File: src/rtl/nibble_serial_adder_pkg.sv
// Shared definitions for the nibble-serial adder/subtractor: FSM states,
// the chunk width and the nibble index counter width helper.
package nibble_serial_adder_pkg;

  localparam int NIBBLE = 4;

  typedef enum logic [1:0] {
    IDLE = 2'd0,
    RUN  = 2'd1,
    DONE = 2'd2
  } state_t;

  // Index counter width: clog2(WIDTH/NIBBLE), never below one bit.
  function automatic int cnt_width(input int width);
    int n;
    n = width / NIBBLE;
    return (n <= 2) ? 1 : $clog2(n);
  endfunction

endpackage

File: src/rtl/nibble_serial_adder_cla.sv
// 4-bit carry-lookahead adder: every carry is formed directly from the
// generate/propagate terms instead of rippling bit to bit.
module cla_4bit (
  input  logic [3:0] a,
  input  logic [3:0] b,
  input  logic       cin,
  output logic [3:0] sum,
  output logic       cout
);

  logic [3:0] g;
  logic [3:0] p;
  logic [4:0] c;

  // Generate/propagate, lookahead carries and per-bit sum.
  always_comb begin
    g    = a & b;
    p    = a ^ b;
    c[0] = cin;
    c[1] = g[0] | (p[0] & cin);
    c[2] = g[1] | (p[1] & g[0]) | (p[1] & p[0] & cin);
    c[3] = g[2] | (p[2] & g[1]) | (p[2] & p[1] & g[0]) | (p[2] & p[1] & p[0] & cin);
    c[4] = g[3] | (p[3] & g[2]) | (p[3] & p[2] & g[1]) | (p[3] & p[2] & p[1] & g[0])
         | (p[3] & p[2] & p[1] & p[0] & cin);
    sum  = p ^ c[3:0];
    cout = c[4];
  end

endmodule

File: src/rtl/nibble_serial_adder.sv
// Multi-cycle WIDTH-bit adder/subtractor. Operands are streamed one nibble
// per clock through a single cla_4bit; the carry is kept in a register
// between nibbles. Subtraction uses a + ~b + ~cin.
// Optional signed-overflow output: define NIBBLE_SERIAL_ADDER_OVF_EN.
module nibble_serial_adder
  import nibble_serial_adder_pkg::*;
#(
  parameter int WIDTH = 16
) (
  input  logic             clk,
  input  logic             rst_n,
  input  logic             start,
  input  logic [WIDTH-1:0] a,
  input  logic [WIDTH-1:0] b,
  input  logic             cin,
  input  logic             sub,
  output logic             busy,
  output logic             done,
  output logic [WIDTH-1:0] sum,
  output logic             cout
`ifdef NIBBLE_SERIAL_ADDER_OVF_EN
  ,
  output logic             ovf
`endif
);

  localparam int N    = WIDTH / NIBBLE;
  localparam int IDXW = cnt_width(WIDTH);
  localparam logic [IDXW-1:0] LAST = IDXW'(N - 1);

  state_t           state_reg, state_next;
  logic [WIDTH-1:0] a_reg, a_next;
  logic [WIDTH-1:0] b_reg, b_next;      // b already inverted for subtract
  logic             carry_reg, carry_next;
  logic [IDXW-1:0]  idx_reg, idx_next;
  logic [WIDTH-1:0] sum_reg, sum_next;
  logic             cout_reg, cout_next;
  logic             busy_reg, busy_next;
  logic             done_reg, done_next;
`ifdef NIBBLE_SERIAL_ADDER_OVF_EN
  logic             ovf_reg, ovf_next;
`endif

  logic [3:0] a_nib [N];
  logic [3:0] b_nib [N];
  logic [3:0] cla_a, cla_b, cla_sum;
  logic       cla_cout;

  // Slice the operand registers into nibbles for the index mux.
  for (genvar gi = 0; gi < N; gi++) begin : g_slice
    assign a_nib[gi] = a_reg[gi*NIBBLE +: NIBBLE];
    assign b_nib[gi] = b_reg[gi*NIBBLE +: NIBBLE];
  end

  assign cla_a = a_nib[idx_reg];
  assign cla_b = b_nib[idx_reg];

  cla_4bit u_cla (
    .a    (cla_a),
    .b    (cla_b),
    .cin  (carry_reg),
    .sum  (cla_sum),
    .cout (cla_cout)
  );

  // State and datapath registers; reset aborts any operation at once.
  always_ff @(posedge clk or negedge rst_n) begin
    if (!rst_n) begin
      state_reg <= IDLE;
      a_reg     <= '0;
      b_reg     <= '0;
      carry_reg <= 1'b0;
      idx_reg   <= '0;
      sum_reg   <= '0;
      cout_reg  <= 1'b0;
      busy_reg  <= 1'b0;
      done_reg  <= 1'b0;
`ifdef NIBBLE_SERIAL_ADDER_OVF_EN
      ovf_reg   <= 1'b0;
`endif
    end else begin
      state_reg <= state_next;
      a_reg     <= a_next;
      b_reg     <= b_next;
      carry_reg <= carry_next;
      idx_reg   <= idx_next;
      sum_reg   <= sum_next;
      cout_reg  <= cout_next;
      busy_reg  <= busy_next;
      done_reg  <= done_next;
`ifdef NIBBLE_SERIAL_ADDER_OVF_EN
      ovf_reg   <= ovf_next;
`endif
    end
  end

  // Next-state logic: accept in IDLE/DONE, one nibble per RUN cycle.
  always_comb begin
    state_next = state_reg;
    a_next     = a_reg;
    b_next     = b_reg;
    carry_next = carry_reg;
    idx_next   = idx_reg;
    sum_next   = sum_reg;
    cout_next  = cout_reg;
    busy_next  = busy_reg;
    done_next  = 1'b0;
`ifdef NIBBLE_SERIAL_ADDER_OVF_EN
    ovf_next   = ovf_reg;
`endif
    case (state_reg)
      IDLE, DONE: begin
        busy_next  = 1'b0;
        state_next = IDLE;
        if (start) begin
          a_next     = a;
          b_next     = sub ? ~b : b;
          carry_next = cin ^ sub;
          idx_next   = '0;
          sum_next   = '0;
          cout_next  = 1'b0;
          busy_next  = 1'b1;
          state_next = RUN;
`ifdef NIBBLE_SERIAL_ADDER_OVF_EN
          ovf_next   = 1'b0;
`endif
        end
      end
      RUN: begin
        for (int i = 0; i < N; i++) begin
          if (idx_reg == IDXW'(i)) sum_next[i*NIBBLE +: NIBBLE] = cla_sum;
        end
        carry_next = cla_cout;
        if (idx_reg == LAST) begin
          cout_next  = cla_cout;
          busy_next  = 1'b0;
          done_next  = 1'b1;
          state_next = DONE;
`ifdef NIBBLE_SERIAL_ADDER_OVF_EN
          ovf_next   = (a_reg[WIDTH-1] == b_reg[WIDTH-1]) && (cla_sum[3] != a_reg[WIDTH-1]);
`endif
        end else begin
          idx_next = idx_reg + 1'b1;
        end
      end
      default: state_next = IDLE;
    endcase
  end

  assign busy = busy_reg;
  assign done = done_reg;
  assign sum  = sum_reg;
  assign cout = cout_reg;
`ifdef NIBBLE_SERIAL_ADDER_OVF_EN
  assign ovf  = ovf_reg;
`endif

endmodule

File: config.mk
export PLATFORM = sky130hd
export DESIGN_NAME = nibble_serial_adder
export DESIGN_NICKNAME = d
export VERILOG_FILES = /design/src/rtl/nibble_serial_adder_pkg.sv /design/src/rtl/nibble_serial_adder_cla.sv /design/src/rtl/nibble_serial_adder.sv
export SDC_FILE = /design/constraint.sdc
export NUM_CORES = 1
export LEC_CHECK = 0
export CORE_MARGIN = 10
export CORE_UTILIZATION = 52
export DETAILED_ROUTE_END_ITERATION = 7
export HOLD_SLACK_MARGIN = 0.08
export PLACE_DENSITY = 0.81
export SLEW_MARGIN = 20
export SYNTH_ARGS = -nofsm -noshare
export SYNTH_HDL_FRONTEND = slang
export SYNTH_SLANG_ARGS = --single-unit
File: constraint.sdc
create_clock -name clk -period 5.95 [get_ports clk]
set_input_delay 0.595 -clock clk [delete_from_list [all_inputs] [get_ports clk]]
set_output_delay 0.595 -clock clk [all_outputs]
set_load 0.05 [all_outputs]
==> run_results.csv, run 1 <==
group,metric,value,unit
outcome,status,"finished, final reports clean",
synth,synthAdderAreaFrac,0.0484,
critical_path,cp-end-kind,"flop",
route,routed_wl,5.48,mm
power,peakVddDrop,0.273,mV
sta,drv_slew,0,
floorplan,rows,26,
clock_tree,cts.clk_slew.worst_paths,0.09,ns
route,ant_nets,0,
synth,syn_avg_cell_area,10.6,µm²
finish,stdcell_area,0.00340,mm²
placed_design,postPlaceCellArea,0.00329,mm²
synth,synth_edf_count,0,
clock_tree,holdBufCountCts,0,
synth,seq_area_frac_synth,0.512,
global_routing,grt_util_all_layers,0.132,
floorplan,core,0.00511,mm²
synth,synth-simple-area-share,0.151,
route,dr.pass1.iters,4,
floorplan,io_pins,56,
clock_tree,htreeDepth,2,
synth,synth_top_family_by_area,"simple AND/OR/NAND/NOR gates",
global_routing,grt_max_degree,68,
clock_tree,clk_latency,0.31,ns
placed_design,port-buffer-count,55,
synth,synth_xor_xnor_area_share,0.0667,
clock_tree,cts_buffers,5,
sta,fin_crit_sh,0.425,
route,post_drt_wl_per_cell,14.4,µm
hold_path,hp-class,"in2async",
critical_path,crit_type,"reg2reg",
synth,netlist_area,0.00274,mm²
route,vias,1921,
synth,synth_compound_area_frac,0.0992,
placed_design,routabilityCongestion,0.828,
synth,synthesis.instances,259,
critical_path,cp.required,6.14,ns
finish,area_delta_synth_final,24.0,%
critical_path,cp_max_fo,13,
floorplan,die_area,0.00857,mm²
sta,holdWs,0.404,ns
power,power.density,573,mW/mm²
power,leakage,1.56,nW
critical_path,r2r_cells,6,
placed_design,pre_cts_ws,3.44,ns
clock_tree,clock_sinks,56,
clock_tree,clockBufferDepth,2,
sta,setup_tns,0,ns
global_routing,grt_pass1_wl,9.40,mm
route,drc,0,
critical_path,cp.arrival,2.72,ns
sta,setup_viol,0,
sta,finalHoldViolCount,0,
placed_design,hpwl,4.14,mm
finish,layout.nets,356,
synth,synth_most_common_cell,"nand2_1",
floorplan,die_w,92.6,µm
clock_tree,ctsRootBufferMaster,"clkbuf_8",
sta,max_slew.worst_pin.slew,0.901,ns
clock_tree,post-cts-setup-buffers,0,
synth,synth_top_cell_area_share,0.512,
global_routing,antenna_found_initial,0,
clock_tree,cts_tree,"built",
route,routed_via_density,5.06,
floorplan,start_util,0.536,
critical_path,startpoint_type,"flop",
finish,drive_gt1_frac,0.0806,
sta,finClkSkew,0.00858,ns
sta,fmax,395,MHz
sta,slew_headroom,0.398,
synth,synthArstFlopShare,1.00,
route,drtIter0Drc,52,
finish,diodes,0,
flow_run,maxCapViolations,0,
sta,fin_crit,2.53,ns
synth,synthTopCellsByCount,"nand2_1 (69), dfrtp_1 (56), o21ai_0 (26)",
synth,synth_cell_type_count,31,
global_routing,grt_pass1_vias,2063,
sta,grt_setup_unrepaired,"no",
synth,synth_top_area_cell,"dfrtp_1",
floorplan,die_h,92.6,µm
synth,synth_mux_area_frac,0.0754,
synth,synth_seq_cells,56,
sta,fin_ws,3.42,ns
synth,ys.flop_type,"dfrtp_1",
synth,synth.net_count,306,
clock_tree,cts-resized-gates,0,
synth,synth_area_leaders,"dfrtp_1 (51%), nand2_1 (9.5%), mux4_1 (6.7%)",
global_routing,overflow,0,
finish,fillers,418,
synth,yosys_warnings,0,
## layer usage
metal  up-vias  share of wire  wire length, µm  track usage
li1        966              -                -            -
met1       896           0.45             2450        0.163
met2        51           0.47             2600        0.209
met3         8          0.063              345       0.0476
met4         0          0.015               84       0.0463
met5         -              0                0            0
## where the power goes
part	switching, mW	total [mW]	internal [mW]
sequential	0.115	0.663	0.548
clock	0.121	0.216	0.0944
combinational	0.637	1.07	0.429
total	0.873	1.94	1.07
## critical path, stage by stage (launching register included)
cell and delay (ns):
dfrtp_1 0.69, mux4_1 0.62, ha_1 0.39, a41oi_2 0.24, o21ai_2 0.11, a21oi_1 0.23
a22oi_1 0.12
## metrics by stage
stage               power, mW  utilization  instances
finish                   1.94        0.665        380
global route             2.10        0.665        380
CTS                      1.96        0.664        380
detailed placement       1.74        0.645        372
global placement         1.70        0.645        372
floorplan                1.47            -        259
## path summary, 6_finish.rpt
kind / start / to / slack (ns)
worst max-delay path: idx_reg[0]$_DFFE_PN0P_ / cout$_DFFE_PN0P_ / 3.42
worst min-delay path: rst_n / sum[12]$_DFFE_PN0P_ / 0.40
worst max register to register: idx_reg[0]$_DFFE_PN0P_ / cout$_DFFE_PN0P_ / 3.42
worst min register to register: a_reg[0]$_DFFE_PN0P_ / a_reg[0]$_DFFE_PN0P_ / 0.48
max in group asynchronous: rst_n / b_reg[0]$_DFFE_PN0P_ / 5.09
min in group clk: a_reg[0]$_DFFE_PN0P_ / a_reg[0]$_DFFE_PN0P_ / 0.48
## final cells by class
cell class                      count  area [µm²]  share of cell area
Multi-Input combinational cell    180        1210               0.358
Tap cell                           70        87.6              0.0258
Clock buffer                        6        82.6              0.0243
Sequential cell                    56        1400               0.413
Clock inverter                      2        15.0             0.00442
Inverter                            9        33.8             0.00995
Timing Repair Buffer               57         561               0.165
## cell families (layout without fill, tap and decap cells)
group | count (synthesis) | count (layout)
AO/OA/AOI/OAI | 45 | 45
XOR/XNOR | 20 | 20
adder cells (fa/ha/maj) | 10 | 10
buffers and inverters | 23 | 74
flip-flops | 56 | 56
multiplexers | 8 | 8
AND/OR/NAND/NOR | 97 | 97
## cell usage in the layout, fill, tap and decap left out, types with 2 or more instances in the layout
master,synthesis,layout
nand2b_1,4,3
clkdlybuf4s50_1,0,54
mux4_1,7,7
clkbuf_8,0,6
o21ai_1,8,8
clkinvlp_4,0,2
dfrtp_1,56,56
nor2b_1,2,2
a21oi_2,3,3
nand2_1,69,69
buf_4,6,2
o21ai_0,26,26
inv_1,8,8
o31ai_1,2,2
ha_1,9,9
xnor2_1,18,18
nand2_2,4,4
nand3_1,16,16
Power figures use the tool's default switching activity.
==> run 2, diff against run 1 <==
--- a/config.mk
+++ b/config.mk
@@ -6,10 +6,10 @@
 export NUM_CORES = 1
 export LEC_CHECK = 0
 export CORE_MARGIN = 10
-export CORE_UTILIZATION = 52
+export CORE_UTILIZATION = 46
 export DETAILED_ROUTE_END_ITERATION = 7
 export HOLD_SLACK_MARGIN = 0.08
-export PLACE_DENSITY = 0.81
+export PLACE_DENSITY = 0.76
 export SLEW_MARGIN = 20
 export SYNTH_ARGS = -nofsm -noshare
 export SYNTH_HDL_FRONTEND = slang
==> constraint.sdc (replaced) <==
create_clock -name clk -period 2.1 [get_ports clk]
set_input_delay 0.21 -clock clk [delete_from_list [all_inputs] [get_ports clk]]
set_output_delay 0.21 -clock clk [all_outputs]
set_load 0.05 [all_outputs]
==> run 2 against run 1 <==
  * The run now ends with setup timing left
  * Sequential power grew to 2.9 times the previous value
  * Wire length is 6.9% higher
  * Clock skew increased by 0.0041 ns
  * Critical path depth stayed put
  * Core utilization shrank 5.1 points
  * Sequential share of layout area is 2.2 points lower
  * Die area increased by 10%
  * Combinational power rose to 3.6 times the previous value
  * Clock power increased to 2.7 times the previous value
  * Highest routed layer unchanged
==> run_results.csv, run 2 (synthesized netlist as in run 1, its figures left out) <==
group,metric,value,unit
finish,diodes,0,
placed_design,hpwl,4.49,mm
finish,area_delta_synth_final,31.1,%
sta,fin_crit_sh,1.00,
placed_design,port-buffer-count,55,
route,drc,0,
clock_tree,cts.clk_slew.worst_paths,0.10,ns
critical_path,cp.required,2.31,ns
finish,layout.nets,371,
clock_tree,ctsRootBufferMaster,"clkbuf_8",
global_routing,grt_pass1_wl,10.2,mm
clock_tree,htreeDepth,2,
clock_tree,clockBufferDepth,2,
route,post_drt_wl_per_cell,14.6,µm
sta,finalHoldViolCount,0,
floorplan,die_h,97.1,µm
finish,layout_common_cells,"nand2_1 (69), dfrtp_1 (55), clkdlybuf4s50_1 (54)",
sta,fmax,476,MHz
floorplan,die_w,97.1,µm
floorplan,core,0.00585,mm²
placed_design,routabilityCongestion,0.775,
global_routing,overflow,0,
sta,fin_crit,2.10,ns
finish,final_common_cell,"nand2_1",
floorplan,io_pins,56,
critical_path,startpoint_type,"flop",
sta,fin_ws,-0.00188,ns
finish,fin_util,0.614,
global_routing,antenna_found_initial,0,
sta,holdWs,0.357,ns
route,routed_via_density,5.08,
global_routing,grt_max_degree,68,
clock_tree,clock_sinks,56,
sta,grt_setup_unrepaired,"yes",
clock_tree,cts_tree,"built",
route,routed_wl,5.85,mm
route,dr.pass1.iters,4,
clock_tree,clk_latency,0.32,ns
route,ant_nets,0,
clock_tree,cts_buffers,5,
route,drtIter0Drc,73,
finish,drive_gt1_frac,0.175,
hold_path,hp-class,"in2async",
finish,fillers,497,
critical_path,cp_max_fo,8,
global_routing,grt_pass1_vias,2176,
sta,setup_viol,1,
power,power.density,1760,mW/mm²
floorplan,die_area,0.00944,mm²
critical_path,cp-end-kind,"flop",
sta,slew_headroom,0.659,
power,leakage,1.61,nW
outcome,status,"complete, but fails checks",
sta,finClkSkew,0.0127,ns
global_routing,grt_util_all_layers,0.127,
sta,max_slew.worst_pin.slew,0.509,ns
critical_path,crit_type,"reg2reg",
route,vias,2030,
sta,drv_slew,0,
flow_run,maxCapViolations,0,
outcome,violations,"setup timing",
power,peakVddDrop,1.04,mV
floorplan,rows,28,
floorplan,start_util,0.468,
critical_path,cp.arrival,2.31,ns
==> run 2: final timing paths <==
path	startpoint	endpoint	slack, ns	depth (start not counted)
setup reg to reg	idx_reg[0]$_DFFE_PN0P_	sum[3]$_DFFE_PN0P_	-0.002	6
setup / recovery	idx_reg[0]$_DFFE_PN0P_	sum[3]$_DFFE_PN0P_	-0.002	6
max in group asynchronous	rst_n	a_reg[5]$_DFFE_PN0P_	1.09	3
hold reg to reg	a_reg[7]$_DFFE_PN0P_	a_reg[7]$_DFFE_PN0P_	0.47	2
hold / removal	rst_n	b_reg[1]$_DFFE_PN0P_	0.36	2
min in group clk	a[8]	a_reg[8]$_DFFE_PN0P_	0.41	3
==> run 2: metrics by stage <==
| step | TNS [ns] | cells | area (µm²) | setup WS, ns | total power, mW |
|---|---|---|---|---|---|
| 4_1_cts | -0.100 | 400 | 3570 | -0.0448 | 6.25 |
| 2_1_floorplan | 0 | 259 | 2760 | 0.00787 | 4.31 |
| 6_report | -0.00188 | 400 | 3590 | -0.00188 | 6.31 |
| 3_5_place_dp | -1.92 | 390 | 3430 | -0.179 | 5.43 |
| 5_1_grt | -0.948 | 400 | 3590 | -0.116 | 6.81 |
| 3_3_place_gp | -1.19 | 390 | 3430 | -0.121 | 5.29 |
==> run 2: layout make-up <==
cell class                 count  area [µm²]  area share
clock buffer                   6        72.6      0.0202
clock inverter                 2        16.3     0.00453
inverter                       9        33.8     0.00941
multi-input combinational    180        1270       0.355
sequential                    56        1400       0.391
tap                           75        93.8      0.0261
timing repair buffer          72         696       0.194
==> run 2: routing by layer <==
metal	GRT usage	vias up	wire length (µm)
met2	0.224	43	2990
met1	0.142	992	2450
met3	0.0462	6	362
met5	0	-	0
met4	0.0318	0	48
li1	-	989	-
==> run 2: power breakdown <==
part | total, mW | internal (mW) | switching [mW] | leakage (nW)
sequential | 1.89 | 1.56 | 0.332 | 0.706
combinational | 3.83 | 1.76 | 2.07 | 0.861
clock | 0.588 | 0.238 | 0.350 | 0.0414
==> run 2: critical path, stage by stage (launching register included) <==
cell     delay (ns)
dfrtp_2        0.51
mux4_2         0.58
ha_4           0.27
a41oi_2        0.20
o21ai_2        0.11
xnor2_2        0.22
o21ai_1        0.11
==> run 2: repair_timing <==
item / in CTS / in global routing
endpoints found under the hold margin: 18 / 0
hold buffers: 1 / 0
setup endpoints to repair: 18 / 16
resized for setup: 13 / 9
buffers inserted: 1 / 0
pin swaps: 9 / 16
gates cloned: 0 / 0
